$ cat config.mk
export PLATFORM = sky130hd
export DESIGN_NAME = score_keeper
export DESIGN_NICKNAME = d
export VERILOG_FILES = /design/src/rtl/score_keeper.sv
export SDC_FILE = /design/constraint.sdc
export NUM_CORES = 1
export LEC_CHECK = 0
export ABC_CLOCK_PERIOD_IN_PS = 4400
export CORE_UTILIZATION = 36
export CTS_BUF_LIST = sky130_fd_sc_hd__clkbuf_16
export DETAILED_ROUTE_END_ITERATION = 6
export PLACE_DENSITY_LB_ADDON = 0.05
export SKIP_LAST_GASP = 1
export SLEW_MARGIN = 30
export SYNTH_ARGS = -nofsm -noshare
export SYNTH_HDL_FRONTEND = slang
export SYNTH_SLANG_ARGS = --single-unit
export TNS_END_PERCENT = 10
$ cat constraint.sdc
create_clock -name CLOCK_25 -period 4.4 [get_ports CLOCK_25]
set_input_delay 0.66 -clock CLOCK_25 [delete_from_list [all_inputs] [get_ports CLOCK_25]]
set_output_delay 0.66 -clock CLOCK_25 [all_outputs]
set_load 0.005 [all_outputs]
$ cat src/rtl/score_keeper.sv
// -----------------------------------------------------------------------------
// score_keeper
//
// Scoring stage that sits after the pattern lanes. It turns per-lane hit/miss
// levels into single-cycle events by edge detection. It tracks the consecutive
// hit combo and the multiplier derived from it. It queues the earned points and
// feeds them one per cycle into a 5-digit packed-BCD score that drives placar.
//
// Optional feature: define HIGH_SCORE_EN to add a high-score register.
// That build adds the hi_display / new_record outputs.
//
// Ports
//   CLOCK_25    in   1      system clock, rising edge
//   reset       in   1      synchronous active-high reset, clears everything
//   clear       in   1      synchronous new-game clear (keeps high score)
//   hit         in   LANES  per-lane hit level; each rising edge is one hit
//   miss        in   LANES  per-lane miss level; each rising edge is one miss
//   display     out  20     score as 5 packed BCD digits
//   combo       out  8      consecutive-hit count, saturating at 255
//   mult        out  3      current multiplier, 1..MULT_MAX
//   busy        out  1      queued points not yet applied to the score
//   saturated   out  1      sticky, score has reached 99999
//   hi_display  out  20     (HIGH_SCORE_EN) best score seen since reset
//   new_record  out  1      (HIGH_SCORE_EN) sticky, score beat hi_display
// -----------------------------------------------------------------------------
module score_keeper #(
    parameter int LANES      = 3,
    parameter int COMBO_STEP = 10,
    parameter int MULT_MAX   = 4
) (
    input  logic             CLOCK_25,
    input  logic             reset,
    input  logic             clear,
    input  logic [LANES-1:0] hit,
    input  logic [LANES-1:0] miss,
    output logic [19:0]      display,
    output logic [7:0]       combo,
    output logic [2:0]       mult,
    output logic             busy,
    output logic             saturated
`ifdef HIGH_SCORE_EN
    ,
    output logic [19:0]      hi_display,
    output logic             new_record
`endif
);

    typedef enum logic [1:0] {IDLE, COUNT, SAT} state_t;

    localparam logic [19:0] BCD_MAX = 20'h99999;

    state_t           state_q, state_d;
    logic [LANES-1:0] hit_q, miss_q;
    logic [7:0]       pending_q, pending_d;
    logic [19:0]      display_q, display_d;
    logic [7:0]       combo_q, combo_d;
    logic [3:0]       nh, nm;
    logic [7:0]       step_idx;
    logic [9:0]       pending_sum;
    logic [8:0]       combo_sum;
    logic             consume;

    function automatic logic [3:0] popcount(input logic [LANES-1:0] v);
        logic [3:0] n;
        n = '0;
        for (int i = 0; i < LANES; i++) n = n + 4'(v[i]);
        return n;
    endfunction

    // Ripple a +1 through the BCD digits; a 9 wraps to 0 and carries on.
    function automatic logic [19:0] bcd_inc(input logic [19:0] v);
        logic [19:0] r;
        logic        carry;
        r     = v;
        carry = 1'b1;
        for (int d = 0; d < 5; d++) begin
            if (carry) begin
                if (v[d*4 +: 4] == 4'd9) begin
                    r[d*4 +: 4] = 4'd0;
                end else begin
                    r[d*4 +: 4] = v[d*4 +: 4] + 4'd1;
                    carry       = 1'b0;
                end
            end
        end
        return r;
    endfunction

    // Datapath: edge counts, multiplier, next pending / combo / score.
    always_comb begin
        // NOTE: every signal gets a value before any branch, so no latch is inferred.
        nh = popcount(hit & ~hit_q);
        nm = popcount(miss & ~miss_q);

        step_idx = combo_q / 8'(COMBO_STEP);
        if (step_idx > 8'(MULT_MAX - 1)) mult = 3'(MULT_MAX);
        else                             mult = 3'(step_idx) + 3'd1;

        // Points use the multiplier from the combo before this edge's update.
        pending_sum = 10'(pending_q) + 10'(nh) * 10'(mult) - 10'(consume);
        pending_d   = (pending_sum > 10'd255) ? 8'hFF : pending_sum[7:0];

        combo_sum = 9'(combo_q) + 9'(nh);
        if (nm != 4'd0)              combo_d = '0;  // a miss wins over same-cycle hits
        else if (combo_sum > 9'd255) combo_d = 8'hFF;
        else                         combo_d = combo_sum[7:0];

        display_d = consume ? bcd_inc(display_q) : display_q;
    end

    // FSM next state. COUNT mirrors "points queued". SAT is entered on the
    // edge the score lands on 99999, so the engine never wraps past it.
    always_comb begin
        state_d = state_q;
        if (state_q == SAT || display_d == BCD_MAX) state_d = SAT;
        else if (pending_d != 8'd0)                 state_d = COUNT;
        else                                        state_d = IDLE;
    end

    // FSM outputs.
    always_comb begin
        consume   = (state_q == COUNT);
        busy      = (state_q == COUNT);
        saturated = (state_q == SAT);
    end

    // State register and datapath registers.
    always_ff @(posedge CLOCK_25) begin
        // NOTE: registers use non-blocking assignments so every flop samples pre-edge values.
        if (reset || clear) begin
            state_q   <= IDLE;
            hit_q     <= '0;
            miss_q    <= '0;
            pending_q <= '0;
            display_q <= '0;
            combo_q   <= '0;
        end else begin
            state_q   <= state_d;
            hit_q     <= hit;
            miss_q    <= miss;
            pending_q <= (state_d == SAT) ? 8'd0 : pending_d;
            display_q <= display_d;
            combo_q   <= combo_d;
        end
    end

    assign display = display_q;
    assign combo   = combo_q;

`ifdef HIGH_SCORE_EN
    logic [19:0] hi_q;
    logic        record_q;

    // Valid BCD orders the same as binary, so a plain compare suffices.
    always_ff @(posedge CLOCK_25) begin
        if (reset) begin
            hi_q     <= '0;
            record_q <= 1'b0;
        end else if (clear) begin
            record_q <= 1'b0;
        end else if (display_q > hi_q) begin
            hi_q     <= display_q;
            record_q <= 1'b1;
        end
    end

    assign hi_display = hi_q;
    assign new_record = record_q;
`endif

endmodule

==> results.cfg, run 1 <==
[finish]
utilization_pct = 50.2
instances_no_fill = 522
areaGrowthSynthToFinish_pct = 34.0
multi_input_area_sq_um = 1970
antenna_cells = 0
stdcell_area_sq_um = 3920
post_route_cells_drive_above_1_share_pct = 19.8
regArea_sq_um = 885
fillers = 760
final_nets = 456

[flow_run]
drv_cap = 0

[drt]
vias = 2541
viasPerCell = 4.87
ant_nets = 0
wl_per_cell_um = 12.0
detail_route.iter0.violations = 93
first_pass_iters = 4
routed_wl_um = 6250
drcViolationCount = 0

[grt]
grt_max_degree = 23
track_usage_pct = 15.6
gr-total-overflow = 0
grt_pass1_wl_um = 10700
first_global_vias = 2329
antenna_found_initial = 0

[critical_path]
critPathBufInv = 3
worst_path_dominant_cell_family = adder cells
path_cells = nand2b_4, or2_4, o32ai_2, a211oi_2, maj3_2, a21bo_2, ha_1, and2_4, nand2_1, ha_1, inv_1, ha_1, inv_1, fa_1, inv_2, ha_1, a21oi_1, nand4b_1, a311o_1, a311oi_4, a21oi_2, a31oi_2
start_kind = flip-flop
endpoint_kind = flip-flop
arrival_ns = 4.88
path_max_fanout = 5
max_stage_delay_ns = 0.48
rrSetupSlack_ns = -0.28
cp.required_ns = 4.60
crit_type = reg -> reg
critPathMostFrequentCell = ha_1
cp_slowest_cell = fa_1

[synth]
synth_cells = 345
ys_seq_elements = 44
yosysSeqAreaShare_pct = 30.1
netlist_area_sq_um = 2920
synth_fp_nets = 381
yosys_warnings = 0
synth_edf_count = 0
syn_area_per_cell_sq_um = 8.47
synth.distinct_cells = 58
synth_top_flop_cell = dfxtp_1
async_reset_ff_share_pct = 0

[clock_network]
cts_buffer_depth = 2
hold_buffers = 0
clock_latency_ns = 0.28
cts.sinks = 44
cts-root-buf = clkbuf_16
clkTransAtPathRegs_ns = 0.06
cts_tree = done
cts_max_level = 2
cts_made_buffers = 5

[floorplanning]
die_h_um = 92.1
rows = 32
initial_core_util_pct = 37.4
die-area_sq_um = 8480
die_w_um = 92.1
core_sq_um = 7810
pin_count = 42

[timing]
period_share_pct = 106
hold_viol_final = 0
rsz0062_at_grt = true
tns_ns = -2.20
setup_ws_ns = -0.277
report.final.slew_viol_count = 0
setup_violations = 9
max_clock_freq_ghz = 0.214
worst_pin_slew_ns = 0.520
final.min_clock_period_ns = 4.68
timing.hold.ws_ns = 0.526
skew_ns = 0.00663
max_slew_margin_pct = 65.1

[pwr]
power_leakage_nw = 1.57
power_density_nw_per_um2 = 278
ir_drop_v = 0.000137

[status]
status = finished, violations left
violations = negative setup slack

[place]
dpl_cell_area_sq_um = 3720
io_buffers = 41
routabilityCongestion = 0.753
hpwl_um = 4820
placedCellCount = 512

[min_path]
hold_path.class = reg -> reg
placed cells by master, fill, tap and decap left out, types with 4 or more instances in the layout:
cell type / n
xnor2_1: 11
and2_1: 8
nand3b_1: 5
nor3b_1: 7
dfxtp_1: 41
a21oi_1: 33
nor2b_1: 20
nor2_1: 32
fa_1: 7
buf_4: 38
inv_1: 29
o21ai_0: 13
xor2_1: 7
ha_1: 18
nand2_1: 16
clkdlybuf4s50_1: 41
clkbuf_16: 5
or2_2: 4
nand2b_1: 6
nor3_1: 10
Yosys cell counts, types with 3 or more instances:
cell | count | area share, %
a211oi_1 | 5 | 1.3
a21o_1 | 3 | 0.77
a21oi_1 | 37 | 6.3
and2_1 | 9 | 1.9
buf_2 | 3 | 0.51
clkbuf_1 | 6 | 0.77
dfxtp_1 | 44 | 30
fa_1 | 8 | 5.5
ha_1 | 19 | 8.1
inv_1 | 29 | 3.7
mux2_2 | 3 | 1.2
nand2_1 | 16 | 2.1
nand2b_1 | 6 | 1.3
nand3_1 | 3 | 0.51
nand3b_1 | 5 | 1.3
nand4_1 | 3 | 0.64
nor2_1 | 32 | 4.1
nor2b_1 | 21 | 4.5
nor3_1 | 10 | 1.7
nor3b_1 | 7 | 1.8
o21ai_0 | 13 | 2.2
or2_2 | 5 | 1.1
xnor2_1 | 11 | 3.3
xor2_1 | 7 | 2.1
power breakdown:
part           internal [mW]  switching [mW]
combinational          0.154           0.163
sequential             0.414         0.00965
clock                  0.204           0.145
total                  0.772           0.317
final timing paths:
path,from,end,cells past startpoint
max,combo[7]$_SDFF_PP0_,state_q[0]$_SDFF_PP0_,22
min,display[19]$_SDFF_PP0_,display[19]$_SDFF_PP0_,2
max reg2reg,combo[7]$_SDFF_PP0_,state_q[0]$_SDFF_PP0_,22
min reg2reg,display[19]$_SDFF_PP0_,display[19]$_SDFF_PP0_,2
worst min-delay path, stage by stage (launching register included):
cell	delay, ns
dfxtp_1	0.33
o21ai_0	0.09
a21oi_1	0.06
sequential cells by signal, indices dropped and copies added (netlist names):
| signal | flops |
|---|---|
| combo | 8 |
| display | 20 |
| hit_q | 3 |
| miss_q | 3 |
| pending_q | 8 |
| state_q | 2 |
cell type report:
type / count / area share, %
flip-flops and latches: 44 / 22.6
inverters: 29 / 2.78
clock inverters: 2 / 0.224
repair buffers: 79 / 17.8
well taps: 102 / 3.26
multi-input cells: 261 / 50.2
clock buffers: 5 / 3.19
layer usage:
| layer | global-route usage (%) | up-vias | wire length, um |
|---|---|---|---|
| met5 | 0 | - | 0 |
| met4 | 4.30 | 0 | 74 |
| met3 | 3.32 | 7 | 235 |
| met2 | 24.5 | 35 | 2760 |
| met1 | 21.5 | 1171 | 3180 |
| li1 | - | 1328 | - |
cells by family after synthesis:
group                      share of synthesized area, %
and+or+nand+nor                                    27.2
AOI/OAI and AO/OA                                  16.1
xor gates and xnor gates                           5.40
muxes                                              1.84
DFF                                                30.1
adders and majority gates                          14.0
buffers and inverters                              5.40
timing repair:
action,CTS,global route
resized for setup,2,6
pin swaps,10,2
setup buffers,2,1
endpoints found under the setup margin,9,9
metrics by stage:
| stage | power (mW) | setup WS (ns) |
|---|---|---|
| after floorplan | 0.626 | -0.146 |
| after global routing | 1.17 | -0.522 |
| after detailed placement | 0.716 | -0.286 |
| after global placement | 0.718 | -0.272 |
| after CTS | 1.09 | -0.273 |
| final | 1.09 | -0.277 |
(Power assumes the default switching activity.)
==> inputs of run 2 (changes only) <==
Settings changed: TNS_END_PERCENT 10 to 50.
==> run 2 against run 1 <==
  * Highest routed layer unchanged
  * The run still ends with negative setup slack left
  * Utilization is 1.1 points higher
  * Count of clock-buffer cells in the layout stayed put
  * Combinational power is 3% lower
  * Largest power group unchanged
==> results.cfg, run 2 (synthesized netlist as in run 1, its figures left out) <==
[drt]
first_pass_iters = 4
routed_wl_um = 6280
detail_route.iter0.violations = 74
ant_nets = 0
viasPerCell = 4.85
drcViolationCount = 0
vias = 2546
wl_per_cell_um = 12.0

[place]
io_buffers = 41
hpwl_um = 4820
routabilityCongestion = 0.753
pre_cts_slack_ns = -0.286
placedCellCount = 512

[finish]
antenna_cells = 0
fillers = 747
utilization_pct = 51.2
layout_common_cells = dfxtp_1, clkdlybuf4s50_1, buf_4
areaGrowthSynthToFinish_pct = 36.9
final_nets = 459
largest_reg_flops = 20
instances_no_fill = 525
post_route_cells_drive_above_1_share_pct = 22.2

[floorplanning]
core_sq_um = 7810
initial_core_util_pct = 37.4
die_h_um = 92.1
die_w_um = 92.1
die-area_sq_um = 8480
pin_count = 42
rows = 32

[clock_network]
clock_latency_ns = 0.28
cts_buffer_depth = 2
cts_made_buffers = 5
cts_max_level = 2
cts.sinks = 44
cts_tree = done
cts-root-buf = clkbuf_16
clkTransAtPathRegs_ns = 0.06
hold_buffers = 0

[critical_path]
start_kind = flip-flop
path_cells = nand2b_4, or2_4, o32ai_4, a211oi_2, maj3_2, a21bo_4, ha_4, and2_4, nand2_2, fa_1, fa_1, ha_4, fa_2, a21o_1, a21oi_1, xor2_1, and4_1, a31oi_1
critPathBufInv = 0
cp_slowest_cell = fa_1
max_stage_delay_ns = 0.56
cp.required_ns = 4.54
crit_type = reg -> reg
arrival_ns = 4.78
worst_path_dominant_cell_family = adder cells
path_max_fanout = 5
endpoint_kind = flip-flop

[status]
violations = negative setup slack
status = finished, violations left

[timing]
hold_viol_final = 0
rsz0062_at_grt = true
final.min_clock_period_ns = 4.64
tns_ns = -1.34
report.final.slew_viol_count = 0
setup_ws_ns = -0.238
worst_pin_slew_ns = 0.518
skew_ns = 0.00674
setup_violations = 9
max_slew_margin_pct = 65.2
period_share_pct = 105
timing.hold.ws_ns = 0.526
max_clock_freq_ghz = 0.216

[pwr]
power_leakage_nw = 1.59
ir_drop_v = 0.000137
power_density_nw_per_um2 = 270

[grt]
track_usage_pct = 15.8
grt_pass1_wl_um = 10800
gr-total-overflow = 0
antenna_found_initial = 0
grt_max_degree = 23
first_global_vias = 2366

[min_path]
hold_path.class = reg -> reg

[flow_run]
drv_cap = 0
## run 2: path summary, 6_finish.rpt
| path | from | endpoint | slack [ns] | cells after the start |
|---|---|---|---|---|
| worst min-delay path | display[19]$_SDFF_PP0_ | display[19]$_SDFF_PP0_ | 0.53 | 2 |
| worst min register to register | display[19]$_SDFF_PP0_ | display[19]$_SDFF_PP0_ | 0.53 | 2 |
| worst max-delay path | combo[7]$_SDFF_PP0_ | state_q[0]$_SDFF_PP0_ | -0.24 | 18 |
| worst max register to register | combo[7]$_SDFF_PP0_ | state_q[0]$_SDFF_PP0_ | -0.24 | 18 |
## run 2: routing by layer
layer	track usage, %	share of wire [%]	vias to the layer above
met2	25.0	44	35
met5	0	0	-
met1	21.6	51	1172
met3	3.32	3.6	7
met4	4.30	1.2	0
li1	-	-	1332
## run 2: final cells by class
type | instances | area (sq um) | share of cell area, %
Sequential cell | 44 | 885 | 22.1
Multi-Input combinational cell | 261 | 2030 | 50.7
Timing Repair Buffer | 82 | 718 | 18.0
Tap cell | 102 | 128 | 3.19
Inverter | 29 | 109 | 2.72
Clock inverter | 2 | 8.76 | 0.219
Clock buffer | 5 | 125 | 3.13
## run 2: repair_timing
action | CTS | global route
pin swaps | 11 | 2
gates resized for setup | 13 | 5
setup buffers | 5 | 1
setup endpoints to repair | 9 | 9
## run 2: stage by stage
stage,cell area (sq um),power [mW]
4_1_cts,3970,1.10
6_report,4000,1.08
5_1_grt,4000,1.16
3_3_place_gp,3720,0.718
2_1_floorplan,2970,0.626
3_5_place_dp,3720,0.716
## run 2: worst register-to-register path: stages (launching register included)
cell and delay (ns):
dfxtp_2 0.34, nand2b_4 0.14, or2_4 0.24, o32ai_4 0.21, a211oi_2 0.07, maj3_2 0.33, a21bo_4 0.22, ha_4 0.25
and2_4 0.15, nand2_2 0.07, fa_1 0.56, fa_1 0.45, ha_4 0.19, fa_2 0.39, a21o_1 0.19, a21oi_1 0.16
xor2_1 0.23, and4_1 0.22, a31oi_1 0.10
## run 2: where the power goes
| group | leakage, nW | switching [mW] | internal, mW | total, mW |
|---|---|---|---|---|
| Clock | 0.0709 | 0.145 | 0.204 | 0.349 |
| Combinational | 1.16 | 0.154 | 0.154 | 0.307 |
| Sequential | 0.359 | 0.00947 | 0.414 | 0.424 |
| Total | 1.59 | 0.309 | 0.772 | 1.08 |
==> inputs of run 3 (changes only) <==
Settings changed: CTS_CLUSTER_SIZE set to 25.
==> results of run 3 <==
The final DEF is identical to that of run 2; final timing and power are the same.
